==> config.mk <==
export PLATFORM = sky130hd
export DESIGN_NAME = nanorv32_console_tx
export DESIGN_NICKNAME = d
export VERILOG_FILES = /design/src/rtl/nanorv32_console_tx_pkg.sv /design/src/rtl/nanorv32_console_fifo.sv /design/src/rtl/nanorv32_console_tx.sv
export SDC_FILE = /design/constraint.sdc
export NUM_CORES = 1
export LEC_CHECK = 0
export CAP_MARGIN = 0
export CORE_ASPECT_RATIO = 1.25
export CORE_MARGIN = 2
export CORE_UTILIZATION = 60
export DETAILED_ROUTE_END_ITERATION = 8
export GPL_ROUTABILITY_DRIVEN = 0
export HOLD_SLACK_MARGIN = 0.12
export PLACE_DENSITY = 0.8
export SYNTH_ARGS = -nofsm -noshare
export SYNTH_HDL_FRONTEND = slang
export SYNTH_HIERARCHICAL = 1
export SYNTH_SLANG_ARGS = --single-unit
==> constraint.sdc <==
create_clock -name clk -period 8 [get_ports clk]
set_input_delay 2.4 -clock clk [delete_from_list [all_inputs] [get_ports clk]]
set_output_delay 2.4 -clock clk [all_outputs]
set_load 0.05 [all_outputs]
==> src/rtl/nanorv32_console_tx_pkg.sv <==
// Shared register map, STATUS/CTRL bit positions and serializer state encoding
// for the nanorv32 console transmitter.
package nanorv32_console_tx_pkg;

    localparam logic [1:0] REG_DATA   = 2'd0;
    localparam logic [1:0] REG_STATUS = 2'd1;
    localparam logic [1:0] REG_BAUD   = 2'd2;
    localparam logic [1:0] REG_CTRL   = 2'd3;

    localparam int STAT_FULL  = 0;
    localparam int STAT_EMPTY = 1;
    localparam int STAT_BUSY  = 2;
    localparam int STAT_OVF   = 3;

    localparam int CTRL_EN     = 0;
    localparam int CTRL_IRQ_EN = 1;

    typedef enum logic [1:0] {
        ST_IDLE  = 2'd0,
        ST_START = 2'd1,
        ST_DATA  = 2'd2,
        ST_STOP  = 2'd3
    } tx_state_e;

    // A programmed divisor of zero would never advance the bit timer.
    function automatic logic [15:0] eff_div(input logic [15:0] div);
        return (div == 16'd0) ? 16'd1 : div;
    endfunction

endpackage

==> src/rtl/nanorv32_console_fifo.sv <==
// Synchronous FIFO buffering console bytes between the bus and the serializer.
module nanorv32_console_fifo #(
    parameter int DEPTH = 8,
    parameter int WIDTH = 8,
    localparam int AW = $clog2(DEPTH),
    localparam int CW = AW + 1
) (
    input  logic             clk,
    input  logic             rst_n,
    input  logic             push,
    input  logic             pop,
    input  logic [WIDTH-1:0] wdata,
    output logic [WIDTH-1:0] rdata,
    output logic             full,
    output logic             empty,
    output logic [CW-1:0]    count
);

    logic [WIDTH-1:0] mem [DEPTH];
    logic [AW-1:0]    wr_ptr_q, wr_ptr_d;
    logic [AW-1:0]    rd_ptr_q, rd_ptr_d;
    logic [CW-1:0]    count_q, count_d;
    logic             do_push, do_pop;

    assign full  = (count_q == CW'(DEPTH));
    assign empty = (count_q == '0);
    assign count = count_q;
    assign rdata = mem[rd_ptr_q];

    always_comb begin
        do_push  = push & ~full;
        do_pop   = pop & ~empty;
        wr_ptr_d = do_push ? wr_ptr_q + AW'(1) : wr_ptr_q;
        rd_ptr_d = do_pop ? rd_ptr_q + AW'(1) : rd_ptr_q;
        count_d  = count_q;
        case ({do_push, do_pop})
            2'b10:   count_d = count_q + CW'(1);
            2'b01:   count_d = count_q - CW'(1);
            default: count_d = count_q;
        endcase
    end

    always_ff @(posedge clk) begin
        if (do_push) begin
            mem[wr_ptr_q] <= wdata;
        end
    end

    always_ff @(posedge clk or negedge rst_n) begin
        if (!rst_n) begin
            wr_ptr_q <= '0;
            rd_ptr_q <= '0;
            count_q  <= '0;
        end else begin
            wr_ptr_q <= wr_ptr_d;
            rd_ptr_q <= rd_ptr_d;
            count_q  <= count_d;
        end
    end

endmodule

==> src/rtl/nanorv32_console_tx.sv <==
// AHB-lite console transmitter: byte FIFO feeding an 8N1 serializer.
// Define NANORV32_CONSOLE_IRQ_EN to implement CTRL.irq_en and the irq output.
module nanorv32_console_tx
    import nanorv32_console_tx_pkg::*;
#(
    parameter int FIFO_DEPTH  = 8,
    parameter int DEFAULT_DIV = 16
) (
    input  logic        clk,
    input  logic        rst_n,
    input  logic        hsel,
    input  logic [3:0]  haddr,
    input  logic [1:0]  htrans,
    input  logic        hwrite,
    input  logic        hready,
    input  logic [31:0] hwdata,
    output logic [31:0] hrdata,
    output logic        hreadyout,
    output logic        hresp,
    output logic        tx,
    output logic        irq
);

    localparam int CW = $clog2(FIFO_DEPTH) + 1;

    logic [1:0]  addr_q, addr_d;
    logic        write_q, write_d;
    logic        valid_q, valid_d;
    logic [31:0] hrdata_q, hrdata_d;
    logic        ovf_q, ovf_d;
    logic [15:0] baud_q, baud_d;
    logic        en_q, en_d;
    logic        irq_en;
`ifdef NANORV32_CONSOLE_IRQ_EN
    logic        irq_en_q, irq_en_d;
`endif

    logic          ap_valid, wr_en, busy;
    logic [31:0]   status_word, ctrl_word;
    logic          fifo_push, fifo_pop, fifo_full, fifo_empty;
    logic [7:0]    fifo_rdata;
    logic [CW-1:0] fifo_count;

    tx_state_e   state_q, state_d;
    logic        tx_q, tx_d;
    logic [15:0] cnt_q, cnt_d;
    logic [15:0] div_q, div_d;
    logic [2:0]  bit_q, bit_d;
    logic [7:0]  shift_q, shift_d;

    logic unused_ok;
    assign unused_ok = ^{haddr[1:0], htrans[0], hwdata[31:16], fifo_count};

`ifdef NANORV32_CONSOLE_IRQ_EN
    assign irq_en = irq_en_q;
`else
    assign irq_en = 1'b0;
`endif

    assign busy      = (state_q != ST_IDLE);
    assign hrdata    = hrdata_q;
    assign hreadyout = 1'b1;
    assign hresp     = 1'b0;
    assign tx        = tx_q;
    assign irq       = irq_en & fifo_empty & ~busy;

    nanorv32_console_fifo #(
        .DEPTH(FIFO_DEPTH),
        .WIDTH(8)
    ) u_fifo (
        .clk   (clk),
        .rst_n (rst_n),
        .push  (fifo_push),
        .pop   (fifo_pop),
        .wdata (hwdata[7:0]),
        .rdata (fifo_rdata),
        .full  (fifo_full),
        .empty (fifo_empty),
        .count (fifo_count)
    );

    // Bus side: address phase is captured, the write lands at the end of the data phase.
    always_comb begin
        ap_valid = hsel & hready & htrans[1];
        addr_d   = haddr[3:2];
        write_d  = hwrite;
        valid_d  = ap_valid;

        wr_en     = valid_q & write_q;
        fifo_push = wr_en & (addr_q == REG_DATA) & ~fifo_full;

        ovf_d = ovf_q;
        if (wr_en && addr_q == REG_STATUS && hwdata[STAT_OVF]) ovf_d = 1'b0;
        if (wr_en && addr_q == REG_DATA && fifo_full)          ovf_d = 1'b1;

        baud_d = (wr_en && addr_q == REG_BAUD) ? hwdata[15:0] : baud_q;
        en_d   = (wr_en && addr_q == REG_CTRL) ? hwdata[CTRL_EN] : en_q;
`ifdef NANORV32_CONSOLE_IRQ_EN
        irq_en_d = (wr_en && addr_q == REG_CTRL) ? hwdata[CTRL_IRQ_EN] : irq_en_q;
`endif

        status_word             = '0;
        status_word[STAT_FULL]  = fifo_full;
        status_word[STAT_EMPTY] = fifo_empty;
        status_word[STAT_BUSY]  = busy;
        status_word[STAT_OVF]   = ovf_q;
        ctrl_word               = '0;
        ctrl_word[CTRL_EN]      = en_q;
        ctrl_word[CTRL_IRQ_EN]  = irq_en;

        hrdata_d = '0;
        if (ap_valid && !hwrite) begin
            case (haddr[3:2])
                REG_STATUS: hrdata_d = status_word;
                REG_BAUD:   hrdata_d = {16'd0, baud_q};
                REG_CTRL:   hrdata_d = ctrl_word;
                default:    hrdata_d = '0;
            endcase
        end
    end

    always_ff @(posedge clk or negedge rst_n) begin
        if (!rst_n) begin
            addr_q   <= REG_DATA;
            write_q  <= 1'b0;
            valid_q  <= 1'b0;
            hrdata_q <= '0;
            ovf_q    <= 1'b0;
            baud_q   <= 16'(DEFAULT_DIV);
            en_q     <= 1'b0;
`ifdef NANORV32_CONSOLE_IRQ_EN
            irq_en_q <= 1'b0;
`endif
        end else begin
            addr_q   <= addr_d;
            write_q  <= write_d;
            valid_q  <= valid_d;
            hrdata_q <= hrdata_d;
            ovf_q    <= ovf_d;
            baud_q   <= baud_d;
            en_q     <= en_d;
`ifdef NANORV32_CONSOLE_IRQ_EN
            irq_en_q <= irq_en_d;
`endif
        end
    end

    // Serializer: each state/bit holds for div_q cycles; a pop in the last STOP cycle
    // chains straight into the next START so queued frames run back to back.
    always_comb begin
        state_d  = state_q;
        tx_d     = tx_q;
        cnt_d    = cnt_q;
        div_d    = div_q;
        bit_d    = bit_q;
        shift_d  = shift_q;
        fifo_pop = 1'b0;
        case (state_q)
            ST_IDLE: begin
                tx_d = 1'b1;
                if (en_q && !fifo_empty) fifo_pop = 1'b1;
            end
            ST_START: begin
                if (cnt_q == '0) begin
                    state_d = ST_DATA;
                    tx_d    = shift_q[0];
                    bit_d   = 3'd0;
                    cnt_d   = div_q - 16'd1;
                end else begin
                    cnt_d = cnt_q - 16'd1;
                end
            end
            ST_DATA: begin
                if (cnt_q == '0) begin
                    cnt_d = div_q - 16'd1;
                    if (bit_q == 3'd7) begin
                        state_d = ST_STOP;
                        tx_d    = 1'b1;
                    end else begin
                        bit_d   = bit_q + 3'd1;
                        shift_d = {1'b0, shift_q[7:1]};
                        tx_d    = shift_q[1];
                    end
                end else begin
                    cnt_d = cnt_q - 16'd1;
                end
            end
            ST_STOP: begin
                if (cnt_q == '0) begin
                    if (en_q && !fifo_empty) begin
                        fifo_pop = 1'b1;
                    end else begin
                        state_d = ST_IDLE;
                        tx_d    = 1'b1;
                    end
                end else begin
                    cnt_d = cnt_q - 16'd1;
                end
            end
            default: begin
                state_d = ST_IDLE;
                tx_d    = 1'b1;
            end
        endcase
        if (fifo_pop) begin
            state_d = ST_START;
            tx_d    = 1'b0;
            div_d   = eff_div(baud_q);
            cnt_d   = eff_div(baud_q) - 16'd1;
            shift_d = fifo_rdata;
            bit_d   = 3'd0;
        end
    end

    always_ff @(posedge clk or negedge rst_n) begin
        if (!rst_n) begin
            state_q <= ST_IDLE;
            tx_q    <= 1'b1;
            cnt_q   <= '0;
            div_q   <= 16'd1;
            bit_q   <= '0;
            shift_q <= '0;
        end else begin
            state_q <= state_d;
            tx_q    <= tx_d;
            cnt_q   <= cnt_d;
            div_q   <= div_d;
            bit_q   <= bit_d;
            shift_q <= shift_d;
        end
    end

endmodule

==> impl_metrics.env <==
export IMPL_crit_arrival_ps=4690
export IMPL_status="finished, final reports clean"
export IMPL_grt_max_degree=54
export IMPL_finalWorstSetupSlack_ps=3600
export IMPL_rows=46
export IMPL_layout_min_cycle_time_ps=4400
export IMPL_initial_core_util_pct=61.3
export IMPL_timing_hold_ws_ps=515
export IMPL_synth_area_per_cell_um2=12.1
export IMPL_cts_clk_slew_worst_paths_ps=70
export IMPL_synth_common_cells="dfrtp_1, nand2_1, edfxtp_1"
export IMPL_synthAdderAreaFrac_pct=2.69
export IMPL_route_detailed_drc=0
export IMPL_synthesis_area_mm2=0.00772
export IMPL_tritoncts="done"
export IMPL_path_delay_family="simple AND/OR/NAND/NOR gates"
export IMPL_wl_per_cell_um=19.3
export IMPL_tns_ps=0
export IMPL_antennaDiodeCount=0
export IMPL_vias=5104
export IMPL_totalPowerFinal_w=0.00271
export IMPL_synth_top_family_by_area="simple AND/OR/NAND/NOR gates"
export IMPL_synth_xor_area_share_pct=3.95
export IMPL_cpMaxStageDelayCell="or4b_2"
export IMPL_synth_seq_cells=158
export IMPL_grt_pass1_wl_mm=26.6
export IMPL_cts_resized_gates=0
export IMPL_hold_path_class="flop to flop"
export IMPL_finClkSkew_ps=10.5
export IMPL_rsz0062_at_grt="false"
export IMPL_track_usage_pct=25.3
export IMPL_cpMostUsedCell="ha_1"
export IMPL_final_antenna_net_count=0
export IMPL_portBuffers=40
export IMPL_clockBufferDepth=2
export IMPL_crit_path_start_kind="flop"
export IMPL_ios=79
export IMPL_worst_pin_slew_ps=977
export IMPL_drt_pass1_iter_count=5
export IMPL_synth_compound_area_share_pct=7.39
export IMPL_routed_wl_mm=16.5
export IMPL_path_max_fanout=28
export IMPL_cap_violations=0
export IMPL_cts_max_level=4
export IMPL_yosysTopAreaCell="dfrtp_1"
export IMPL_die_area_mm2=0.0138
export IMPL_yosysMostFrequentCell="dfrtp_1"
export IMPL_synthMuxAreaShare_pct=11.4
export IMPL_final_setup_viol_count=0
export IMPL_crit_path_max_incr_delay_ps=640
export IMPL_power_leakage_nw=3.46
export IMPL_yosysWarnings=6
export IMPL_drive_above_1_share_pct=12.3
export IMPL_slew_viol_final=0
export IMPL_areaGrowthSynthToFinish_pct=13.2
export IMPL_ys_async_sr_fraction_pct=59.5
export IMPL_synthTopCellsByArea="dfrtp_1, edfxtp_1, mux4_1"
export IMPL_post_cts_buffers=0
export IMPL_maxSlewHeadroom_pct=34.6
export IMPL_drt_iter0_markers=324
export IMPL_layout_nets=735
export IMPL_fmax_mhz=227
export IMPL_ys_dominant_reg_cell="dfrtp_1"
export IMPL_synth_top_area_share_pct=29.5
export IMPL_overflow=0
export IMPL_dieHeight_um=131
export IMPL_antenna_found_initial=0
export IMPL_chipWidth_um=105
export IMPL_ys_seq_area_share_pct=55.4
export IMPL_crit_chain="inv_1, ha_1, nor4b_2, nand4_1, o22a_1, buf_4, clkinv_1, o41ai_2, inv_1, ha_1, ha_1, or4b_2, o311ai_0, o211ai_1"
export IMPL_synthCells=641
export IMPL_ir_drop_mv=0.216
export IMPL_via_per_inst=5.96
export IMPL_grt_pass1_vias=5141
export IMPL_criticalPathCategory="flop to flop"
export IMPL_postCtsHoldBufs=0
export IMPL_critPathCaptureType="flop"
export IMPL_yosys_cell_types_count=69
export IMPL_synth_edff_count=64
export IMPL_instances_no_fill=857
export IMPL_dp_hpwl_mm=11.0
export IMPL_worstPathRequired_ps=8290
export IMPL_cts_num_sinks=158
export IMPL_core_area_mm2=0.0126
export IMPL_pre_cts_slack_ps=3650
export IMPL_p_per_area_mw_per_mm2=310
export IMPL_cts_buffers=17
export IMPL_dp_cells=825
export IMPL_finalHoldViolations=0
export IMPL_root_buffer="clkbuf_16"
export IMPL_synth_simple_gate_area_share_pct=14.5
export IMPL_worst_path_buf_inv=4
export IMPL_period_share_pct=55.0
export IMPL_clkLatencyLatePin_ps=420
## placed cells by master (no fill, tap or decap), types with 9 or more instances in the layout
cell,n
nand2_1,86
mux4_1,16
o21ai_0,27
nor3_1,15
dfrtp_1,91
clkbuf_16,17
xnor2_1,16
nand2b_1,9
mux2i_1,12
nor4_1,15
clkdlybuf4s50_1,39
inv_1,17
mux2_2,30
nor2_1,36
nand3_1,11
a21oi_1,16
edfxtp_1,64
and2_1,12
ha_1,15
xor2_1,17
conb_1,19
## worst min-delay path, delay by kind of cell, from the launching register on
kind             cells  cell delay (ps)
flip-flops           1              370
AND/OR/NAND/NOR      2              120
## per-stage QoR
step	utilization (%)	area [µm²]
floorplan	-	7790
global placement	64.7	8160
detailed placement	64.7	8160
CTS	69.4	8750
global route	69.4	8750
finish	69.4	8750
## sequential cells by signal, indices dropped and copies added (netlist names), 2 cells and up
signal,flops
state_q,2
u_fifo/rd_ptr_q,3
hrdata,16
shift_q,8
u_fifo/wr_ptr_q,3
baud_q,16
bit_q,3
div_q,16
addr_q,2
cnt_q,16
u_fifo/count,4
u_fifo/mem,64
## final timing paths
check | slack (ps) | depth (start not counted) | end | from
worst max-delay path | 3600 | 14 | u_fifo/count[3] | cnt_q[0]
worst min-delay path | 520 | 2 | div_q[13] | div_q[13]
worst max register to register | 3600 | 14 | u_fifo/count[3] | cnt_q[0]
worst min register to register | 520 | 2 | div_q[13] | div_q[13]
max in group asynchronous | 4980 | 2 | u_fifo/wr_ptr_q[2] | rst_n
min in group asynchronous | 1960 | 1 | cnt_q[11] | rst_n
## layer usage
layer | GRT usage (%) | wire length (µm) | up-vias
met1 | 30.2 | 6470 | 2534
met5 | 0 | 0 | -
met4 | 9.91 | 375 | 0
li1 | - | - | 2375
met3 | 4.07 | 741 | 33
met2 | 46.2 | 8920 | 162
## final cells by class
cell class | instances | area (µm²)
clock buffer | 17 | 425
clock inverter | 15 | 160
fill | 859 | 3860
inverter | 18 | 67.6
multi-input combinational | 435 | 3160
sequential | 158 | 4280
tap | 168 | 210
timing repair buffer | 46 | 443
## kinds of logic (layout without fill, tap and decap cells)
logic type	after synthesis	after routing
buf+inv	65	96
fa+ha+maj	16	16
flops	158	158
other cells	2	19
xor+xnor	34	34
compound gates	85	85
mux	58	58
simple gates	223	223
## power breakdown
group	leakage [nW]	switching, W	internal (W)
clock	0.287	0.000368	0.000421
sequential	1.76	0.000213	0.000990
combinational	1.41	0.000384	0.000334
total	3.46	0.000964	0.00174
Power figures use the tool's default switching activity.
